==> src/rtl/cpu_fetch_unit.sv <==
// Instruction-fetch / PC stage: fetches over a req/ack port, holds PC and the current
// instruction, computes the next PC from pcsource and traps misaligned targets and fetch timeouts.
//
// state   | meaning
// S_IDLE  | first cycle after reset release
// S_FETCH | imem_req high at pc, waiting for imem_ack
// S_EXEC  | inst live for decode/execute, next PC taken when not stalled
// S_FAULT | sticky fault, frozen until reset
module cpu_fetch_unit #(
    parameter logic [31:0] RESET_PC = 32'h0000_0000,
    parameter int          TIMEOUT  = 16
) (
    input  logic        clk_i,
    input  logic        clrn_i,
    output logic        imem_req_o,
    output logic [31:0] imem_addr_o,
    input  logic        imem_ack_i,
    input  logic [31:0] imem_rdata_i,
    input  logic [1:0]  pcsource_i,
    input  logic [31:0] ra_i,
    input  logic        exec_stall_i,
    output logic [31:0] inst_o,
    output logic        inst_valid_o,
    output logic [31:0] pc_o,
    output logic [31:0] pc4_o,
    output logic        fault_o,
    output logic [31:0] fault_pc_o
);

    localparam int CNT_W = (TIMEOUT > 1) ? $clog2(TIMEOUT) : 1;
    localparam logic [CNT_W-1:0] CNT_LAST = CNT_W'(TIMEOUT - 1);

    typedef enum logic [1:0] {
        S_IDLE,
        S_FETCH,
        S_EXEC,
        S_FAULT
    } state_t;

    state_t           state_q, state_d;
    logic [31:0]      pc_q, pc_d;
    logic [31:0]      inst_q, inst_d;
    logic             fault_q, fault_d;
    logic [31:0]      fault_pc_q, fault_pc_d;
    logic [CNT_W-1:0] cnt_q, cnt_d;
    logic [31:0]      pc4;
    logic [31:0]      npc;

    assign pc4 = pc_q + 32'd4;

    always_comb begin
        npc = pc4;
        unique case (pcsource_i)
            2'b00: npc = pc4;
            2'b01: npc = pc4 + {{14{inst_q[15]}}, inst_q[15:0], 2'b00};
            2'b10: npc = ra_i;
            2'b11: npc = {pc4[31:28], inst_q[25:0], 2'b00};
            default: npc = pc4;
        endcase
    end

    always_comb begin
        state_d    = state_q;
        pc_d       = pc_q;
        inst_d     = inst_q;
        fault_d    = fault_q;
        fault_pc_d = fault_pc_q;
        cnt_d      = cnt_q;
        unique case (state_q)
            S_IDLE: state_d = S_FETCH;
            S_FETCH: begin
                // Ack on the terminal-count cycle still wins over the timeout.
                if (imem_ack_i) begin
                    inst_d  = imem_rdata_i;
                    cnt_d   = '0;
                    state_d = S_EXEC;
                end else if (cnt_q == CNT_LAST) begin
                    fault_d    = 1'b1;
                    fault_pc_d = pc_q;
                    state_d    = S_FAULT;
                end else begin
                    cnt_d = cnt_q + CNT_W'(1);
                end
            end
            S_EXEC: begin
                if (!exec_stall_i) begin
                    if (npc[1:0] != 2'b00) begin
                        fault_d    = 1'b1;
                        fault_pc_d = pc_q;
                        state_d    = S_FAULT;
                    end else begin
                        pc_d    = npc;
                        state_d = S_FETCH;
                    end
                end
            end
            S_FAULT: state_d = S_FAULT;
            default: state_d = S_IDLE;
        endcase
    end

    always_ff @(posedge clk_i or negedge clrn_i) begin
        if (!clrn_i) begin
            state_q    <= S_IDLE;
            pc_q       <= RESET_PC;
            inst_q     <= '0;
            fault_q    <= 1'b0;
            fault_pc_q <= '0;
            cnt_q      <= '0;
        end else begin
            state_q    <= state_d;
            pc_q       <= pc_d;
            inst_q     <= inst_d;
            fault_q    <= fault_d;
            fault_pc_q <= fault_pc_d;
            cnt_q      <= cnt_d;
        end
    end

    assign imem_req_o   = (state_q == S_FETCH);
    assign imem_addr_o  = pc_q;
    assign inst_valid_o = (state_q == S_EXEC);
    assign inst_o       = inst_q;
    assign pc_o         = pc_q;
    assign pc4_o        = pc4;
    assign fault_o      = fault_q;
    assign fault_pc_o   = fault_pc_q;

endmodule

==> config.mk <==
export PLATFORM = sky130hd
export DESIGN_NAME = cpu_fetch_unit
export DESIGN_NICKNAME = d
export VERILOG_FILES = /design/src/rtl/cpu_fetch_unit.sv
export SDC_FILE = /design/constraint.sdc
export NUM_CORES = 1
export LEC_CHECK = 0
export CORE_ASPECT_RATIO = 1.2
export CORE_MARGIN = 2
export CORE_UTILIZATION = 27
export DETAILED_ROUTE_END_ITERATION = 16
export GPL_ROUTABILITY_DRIVEN = 0
export PLACE_DENSITY_LB_ADDON = 0.15
export SETUP_SLACK_MARGIN = 0.15
export SYNTH_ARGS = -nofsm -noshare
export SYNTH_HDL_FRONTEND = slang
export SYNTH_SLANG_ARGS = --single-unit
==> constraint.sdc <==
create_clock -name clk_i -period 4.9 [get_ports clk_i]
set_input_delay 0.98 -clock clk_i [delete_from_list [all_inputs] [get_ports clk_i]]
set_output_delay 0.98 -clock clk_i [all_outputs]
set_load 0.02 [all_outputs]
== Yosys cells after proc, flatten, opt, wreduce, memory -nomap -nowiden ==
Index checks and enable logic that the tools add are counted.

* Bits in latches: 0
* ROM bits: 0
* Register bits: 103
* Memory bits (writable): 0
* Output and inout bits: 163
* Input bits: 70
* Memories: 0

* Bitwise gates (word level): 2
* Divide/modulo/power cells: 0
* Add/sub/neg operators: 3
* Shift-type cells: 0
* Order comparisons: 0
* Muxes and demuxes: 18
* Reductions and logical operators: 9
* Multiply operators: 0
* Equal/unequal tests: 13

{| class="wikitable"
|+ Operators by type and width
! operator !! number
|-
| two-way mux 32 bit || 4
|-
| one-hot mux 32 bit (4 select lines) || 1
|-
| one-hot mux 32 bit (2 select lines) || 1
|-
| adder 32 x 3 -> 32 bit, second input constant || 1
|-
| adder 32 bit || 1
|-
| == test 2 bit, second input constant || 4
|-
| two-way mux 2 bit || 4
|-
| two-way mux 4 bit || 2
|-
| one-hot mux 2 bit (4 select lines) || 1
|-
| inequality test 2 bit, second input constant || 3
|-
| AND reduction 2 bit || 3
|-
| AND reduction 5 bit || 1
|-
| adder 4 x 1 -> 4 bit, second input constant || 1
|-
| == test 2 x 1 -> 1 bit, second input constant || 2
|-
| == test 4 bit, second input constant || 1
|-
| zero test 2 bit || 2
|-
| two-way mux 1 bit || 4
|-
| inequality test 2 x 1 -> 1 bit, second input constant || 2
|-
| nonzero test 2 bit || 2
|-
| inequality test 3 x 1 -> 1 bit, second input constant || 1
|-
| AND reduction 3 bit || 1
|-
| inverter 1 bit || 2
|-
| one-hot mux 1 bit (2 select lines) || 1
|}

== Logic depth before layout (Yosys ltp) ==
Gate-level depths: netlist (run 1).

* Depth after elaboration: 7
* Depth in mapped cells: 18

== Worst setup path before layout (run 1) ==
No wires, ideal clock.

* Path kind: reg2reg
* From: register pc_q[3], in the netlist imem_addr_o[3]
* To: register pc_q[23], in the netlist imem_addr_o[23]
* Setup slack: 0.855 ns
* Path buffers: 2
* Library setup time: 0.117 ns
* Data arrival time: 3.928 ns
* Cell stages (with the launch flop): 18
* Cell sequence: dfrtp_1 > ha_1 > and4_1 > nand2b_1 > buf_2 > nor2_2 > xor2_1 > ha_1 > clkbuf_1 > a21o_1 > a21o_1 > a21o_1 > a311oi_1 > o31ai_2 > xnor2_1 > mux4_2 > nand2_1 > nand2_1

* Word-level cells in the longest chain between the ends: 3

{| class="wikitable"
|+ Ends and longest elaborated chain
! element !! line !! RTL
|-
| start: declaration || 41 || <nowiki>logic [31:0] pc_q, pc_d;</nowiki>
|-
| start signal: assignment || 112 || <nowiki>pc_q <= pc_d;</nowiki>
|-
| adder 32 x 3 -> 32 bit || 49 || <nowiki>assign pc4 = pc_q + 32'd4;</nowiki>
|-
| net pc4_o[16] || 25 || <nowiki>output logic [31:0] pc4_o,</nowiki>
|-
| adder 32 bit || 55 || <nowiki>2'b01: npc = pc4 + {{14{inst_q[15]}}, inst_q[15:0], 2'b00};</nowiki>
|-
| one-hot mux 32 bit (4 select lines) || 53 || <nowiki>unique case (pcsource_i)</nowiki>
|}

The timed path passes the listed nets, and every way through them passes these cells.
A chain may end at the register's enable or synchronous reset.

== Worst setup path after layout (run 1) ==
* From: register pc_q[10], in the netlist imem_addr_o[10]
* To: output pc4_o[31]

* Word-level cells in the longest chain between the ends: 1

{| class="wikitable"
|+ Ends and longest elaborated chain
! element !! line
|-
| adder 32 x 3 -> 32 bit || 49
|-
| end: declaration || 25
|}

No other way between the ends.

==> results of run 1 <==
[cells in the mapped netlist (all sizes together), types with 11 or more instances]
| cell type | instances | area, um^2 |
|---|---|---|
| a21o | 16 | 120.1 |
| a21oi | 49 | 256.5 |
| buf | 45 | 297.8 |
| clkbuf | 22 | 82.58 |
| dfrtp | 103 | 2577 |
| ha | 34 | 425.4 |
| inv | 11 | 41.29 |
| mux2 | 66 | 743.2 |
| mux2i | 20 | 200.2 |
| mux4 | 15 | 337.8 |
| nand2 | 94 | 352.8 |
| nand3 | 21 | 105.1 |
| nor2 | 40 | 152.6 |
| nor3 | 14 | 75.07 |
| o21ai | 34 | 170.2 |
| xnor2 | 31 | 271.5 |
| xor2 | 15 | 131.4 |
[through the flow]
step                      cell area [um^2]  setup slack (ns)
after floorplan                       7124            0.8553
after global placement                9552            0.2490
after detailed placement              9552            0.2288
after CTS                             9826            0.1887
after global routing                  9847            0.1759
final                                 9852            0.4027
[cell families (layout without fill, tap and decap cells)]
kind of cell / after synthesis / in the layout
XOR/XNOR: 46 / 46
AO/OA/AOI/OAI: 151 / 151
buffers and inverters: 78 / 268
flip-flops: 103 / 103
adder cells (fa/ha/maj): 35 / 35
AND/OR/NAND/NOR: 219 / 219
other: 0 / 2
multiplexers: 101 / 101
[cell usage in the layout, fill, tap and decap left out, types with 11 or more instances in the layout]
cell             count
mux4_2              15
nor3_1              13
xnor2_1             30
nor2_1              39
mux2i_1             20
xor2_1              15
inv_1               11
o21ai_0             32
dfrtp_1            103
nand3_1             20
clkdlybuf4s50_1    229
mux2_2              66
buf_4               11
ha_1                34
a21o_1              16
a21oi_1             48
nand2_1             93
[worst max-delay path by stage]
stage	endpoint	slack (ns)	depth (start not counted)
finish	pc4_o[31]	0.40	7
global route	imem_addr_o[30]	0.18	15
CTS	imem_addr_o[30]	0.19	15
detailed placement	imem_addr_o[30]	0.23	15
global placement	imem_addr_o[30]	0.25	15
floorplan	imem_addr_o[23]	0.86	17
[routing by layer]
| layer | vias up | wire length [um] | track usage |
|---|---|---|---|
| met5 | - | 0 | 0 |
| li1 | 2988 | - | - |
| met4 | 0 | 379 | 0.04748 |
| met3 | 24 | 1165 | 0.03723 |
| met1 | 3074 | 10680 | 0.2166 |
| met2 | 167 | 12000 | 0.3000 |
[final cells by class]
| type | count | area share |
|---|---|---|
| clock inverter | 5 | 0.003556 |
| inverter | 11 | 0.004191 |
| multi-input combinational | 552 | 0.4213 |
| clock buffer | 10 | 0.02426 |
| tap | 335 | 0.04255 |
| timing repair buffer | 242 | 0.2421 |
| antenna | 2 | 0.0005080 |
| sequential | 103 | 0.2616 |
[flip-flops by register name (all words and copies together) (netlist names)]
register	flops
cnt_q	4
fault_o	1
fault_pc_o	32
imem_addr_o	32
inst_o	32
state_q	2
[power by group]
part / internal (W) / switching (W)
clock: 0.000357 / 0.000347
sequential: 0.000948 / 0.000155
combinational: 0.000724 / 0.000798
[what timing repair did]
item / in CTS / in global routing
setup buffers: 0 / 1
hold buffers: 0 / 0
gates resized for setup: 0 / 2
endpoints found under the setup margin: 0 / 8
==> results.toml, run 1 <==
[setup_path]
critical-path-max-stage-delay_ns = 0.74
crit_arrival_ns = 3.52
cp-end-kind = "output pin"
cp_max_fo = 9
crit_buf_inv = 2
regToRegEndpoint = "imem_addr_o[30]"
critPathLaunch = "imem_addr_o[10]"
rrSetupSlack_ns = 0.52
worstSetupPathType = "register to output pin"
worstRegToRegCells = 15
start_kind = "register"
r2r_start = "imem_addr_o[10]"
path_cells = "and3_1 > nand4_1 > nor3_4 > buf_4 > nand3_1 > xnor2_1 > clkdlybuf4s50_1"
required_ns = 3.92
cpLargestDelayFamily = "simple AND/OR/NAND/NOR gates"
cp_slowest_cell = "clkdlybuf4s50_1"

[sta]
finalSetupViolCount = 0
fmax_mhz = 222.4
tns_ns = 0
holdWs_ns = 0.4695
clock-skew-final_ns = 0.01420
tightestPinTransition_ns = 1.004
period_share = 0.9178
drv_slew = 0
min_period_ns = 4.497
finalHoldViolations = 0
grt_setup_unrepaired = "false"
max_slew_margin = 0.3303

[finish]
nets = 1024
final_cells = 1260
drive_gt1_frac = 0.1354
fin_util = 0.3774
regArea_um2 = 2577
area.growth.synth_to_final_pct = 38.29
n_fill_cell = 2670
multi_input_area_um2 = 4150

[global_routing]
antenna_found_initial = 1
grt_max_degree = 44
gr-total-overflow = 0
grt_first_pass_wirelength_um = 37400
first_global_vias = 6328
grtUsageTotal = 0.1727

[clock_network]
clk_pin_slew_ns = 0.08
cts_buffer_depth = 2
cts_buffers = 9
cts_tree = "built"
cts_sinks = 103
root_buffer = "clkbuf_16"
clock_latency_ns = 0.36
h-tree-depth = 3

[power]
power.density_nw_per_um2 = 337.9
p_leak_nw = 4.354
irDropWorstVdd_mv = 0.1759
finalPower_w = 0.003329

[synth]
syn-num-nets = 838
ys.flop_type = "dfrtp_1"
ys_warn_count = 0
ys_async_sr_fraction = 1.000
synth_edf_count = 0
ys_seq_area_frac = 0.3618
synth_cells = 733
ys_types = 62
synth_compound_area_frac = 0.1366
synth_area_um2 = 7124
synthAdderAreaFrac = 0.06252
syn_area_per_cell_um2 = 9.719
synthXorXnorAreaFrac = 0.05655
synth.area.mux_share = 0.1798
synthSimpleGateAreaFrac = 0.1435
synth_seq_cells = 103
synth_top_family_by_area = "multiplexers"

[routing]
ant_nets = 0
routed_wl_um = 24220
dr.pass1.iters = 5
num_vias = 6253
drc = 0
wl_per_cell_um = 19.22
drt-initial-drc-count = 289
vias_per_cell = 4.963

[run]
maxCapViolCount = 0

[min_path]
min_path_cells = 1
hp-class = "register to register"
min_to = "fault_o"
min_from = "fault_o"

[floorplan]
start_util = 0.2729
die_y_um = 181.9
num_io_pins = 233
core_um2 = 26110
dieWidth_um = 152.3
row_count = 65
dieArea_um2 = 27710

[run_status]
outcome = "completed"

[placement]
dp_cells = 1242
io_buffers = 232
hpwl_um = 18420
Power figures use the tool's default switching activity.
==> run 2: changes to the inputs <==
- CORE_UTILIZATION: 27 -> 47
==> results.toml, run 2 (synthesized netlist as in run 1, its figures left out) <==
[run_status]
outcome = "completed"

[sta]
clock-skew-final_ns = 0.006998
period_share = 0.8954
finalSetupViolCount = 0
worst_slack_ns = 0.5126
tns_ns = 0
tightestPinTransition_ns = 0.9395
max_slew_margin = 0.3737
grt_setup_unrepaired = "false"
drv_slew = 0
fmax_mhz = 227.9
min_period_ns = 4.387
finalHoldViolations = 0

[routing]
drt-initial-drc-count = 346
ant_nets = 0
vias_per_cell = 5.752
num_vias = 6471
drc = 0
dr.pass1.iters = 5
routed_wl_um = 21460
wl_per_cell_um = 19.08

[finish]
final_common_cell = "clkdlybuf4s50_1"
area.growth.synth_to_final_pct = 36.14
diodes = 0
nets = 1021
layout_common_cells = "229 x clkdlybuf4s50_1, 103 x dfrtp_1, 93 x nand2_1, 66 x mux2_2, 48 x a21oi_1"
design_area_um2 = 9699
drive_gt1_frac = 0.1325

[placement]
dp_slack_ns = 0.5873
io_buffers = 232
hpwl_um = 15830
place_area_um2 = 9373

[global_routing]
grtUsageTotal = 0.2669
antenna_found_initial = 0
first_global_vias = 6626
gr-total-overflow = 0
grt_first_pass_wirelength_um = 33990
grt_max_degree = 72

[clock_network]
clock_latency_ns = 0.36
cts_buffers = 9
h-tree-depth = 3
root_buffer = "clkbuf_16"
cts_sinks = 103
clk_pin_slew_ns = 0.07
cts_tree = "built"
cts_buffer_depth = 2
cts_hold_buf = 0

[setup_path]
cp_slowest_cell = "clkdlybuf4s50_1"
cp_max_fo = 7
critical-path-max-stage-delay_ns = 0.69
crit_arrival_ns = 3.41
path_cells = "ha_1 > and4_1 > nand2b_1 > nor2_2 > nand2_1 > nor3_1 > xor2_1 > clkdlybuf4s50_1"
worstRegToRegCells = 17
required_ns = 3.92
start_kind = "register"
worstSetupPathType = "register to output pin"
cp-end-kind = "output pin"

[min_path]
min_path_cells = 1
hp-class = "register to register"

[run]
maxCapViolCount = 0

[floorplan]
dieWidth_um = 116.4
num_io_pins = 233
core_um2 = 14900
row_count = 49
start_util = 0.4782
dieArea_um2 = 16160
die_y_um = 138.9

[power]
irDropWorstVdd_mv = 0.2080
power.density_nw_per_um2 = 350.1
p_leak_nw = 4.351
## run 2: cell count changes in the layout (fill, tap and decap cells not counted), sizes merged
cell	previous run	this run
buf	13	10
bufinv	0	2
clkinv	4	2
diode	2	0
inv	11	13
clkbuf	10	9
## run 2: power by group
group,internal (W),leakage (nW),switching (W)
sequential,0.000948,1.33,0.000144
combinational,0.000720,2.87,0.000782
clock,0.000450,0.156,0.000351
total,0.00212,4.35,0.00128
## run 2: path summary, 6_finish.rpt
kind	start	endpoint	slack [ns]
setup reg to reg	imem_addr_o[3]	imem_addr_o[31]	0.53
hold reg to reg	fault_o	fault_o	0.46
setup / recovery	imem_addr_o[3]	pc4_o[28]	0.51
max in group asynchronous	clrn_i	imem_addr_o[2]	3.17
hold / removal	fault_o	fault_o	0.46
min in group asynchronous	clrn_i	imem_addr_o[11]	0.76
## run 2: final cells by class
cell class                      instances  area (um^2)
Fill cell                            1231         5199
Multi-Input combinational cell        552         4143
Sequential cell                       103         2577
Timing Repair Buffer                  239         2362
Tap cell                              204        255.2
Clock buffer                            9        225.2
Clock inverter                          7        95.09
Inverter                               11        41.29
## run 2: layer usage
layer,global-route usage,vias up,part of all wire
met4,0.1009,0,0.027
li1,-,2980,-
met2,0.4691,303,0.52
met5,0,-,0
met1,0.3142,3139,0.38
met3,0.05769,49,0.071
## run 2: critical path, delay by kind of cell, from the launching register on
family	cells	cell delay, ns
adders and majority gates	1	0.24
DFF	1	0.46
xor gates and xnor gates	1	0.32
and+or+nand+nor	5	1.33
buffers and inverters	1	0.69
## run 2: repair_timing
item                                    CTS  global route
endpoints found under the setup margin    0             1
buffers inserted                          0             0
resized for setup                         0             1
## run 2: through the flow
step,utilization,hold slack (ns),total power (W),std cells
floorplan,-,0.4892,0.002016,733
global placement,0.6291,0.4493,0.002557,1109
detailed placement,0.6291,0.4515,0.002592,1109
CTS,0.6506,0.4723,0.003406,1125
global route,0.6510,0.4989,0.003573,1125
finish,0.6510,0.4637,0.003396,1125
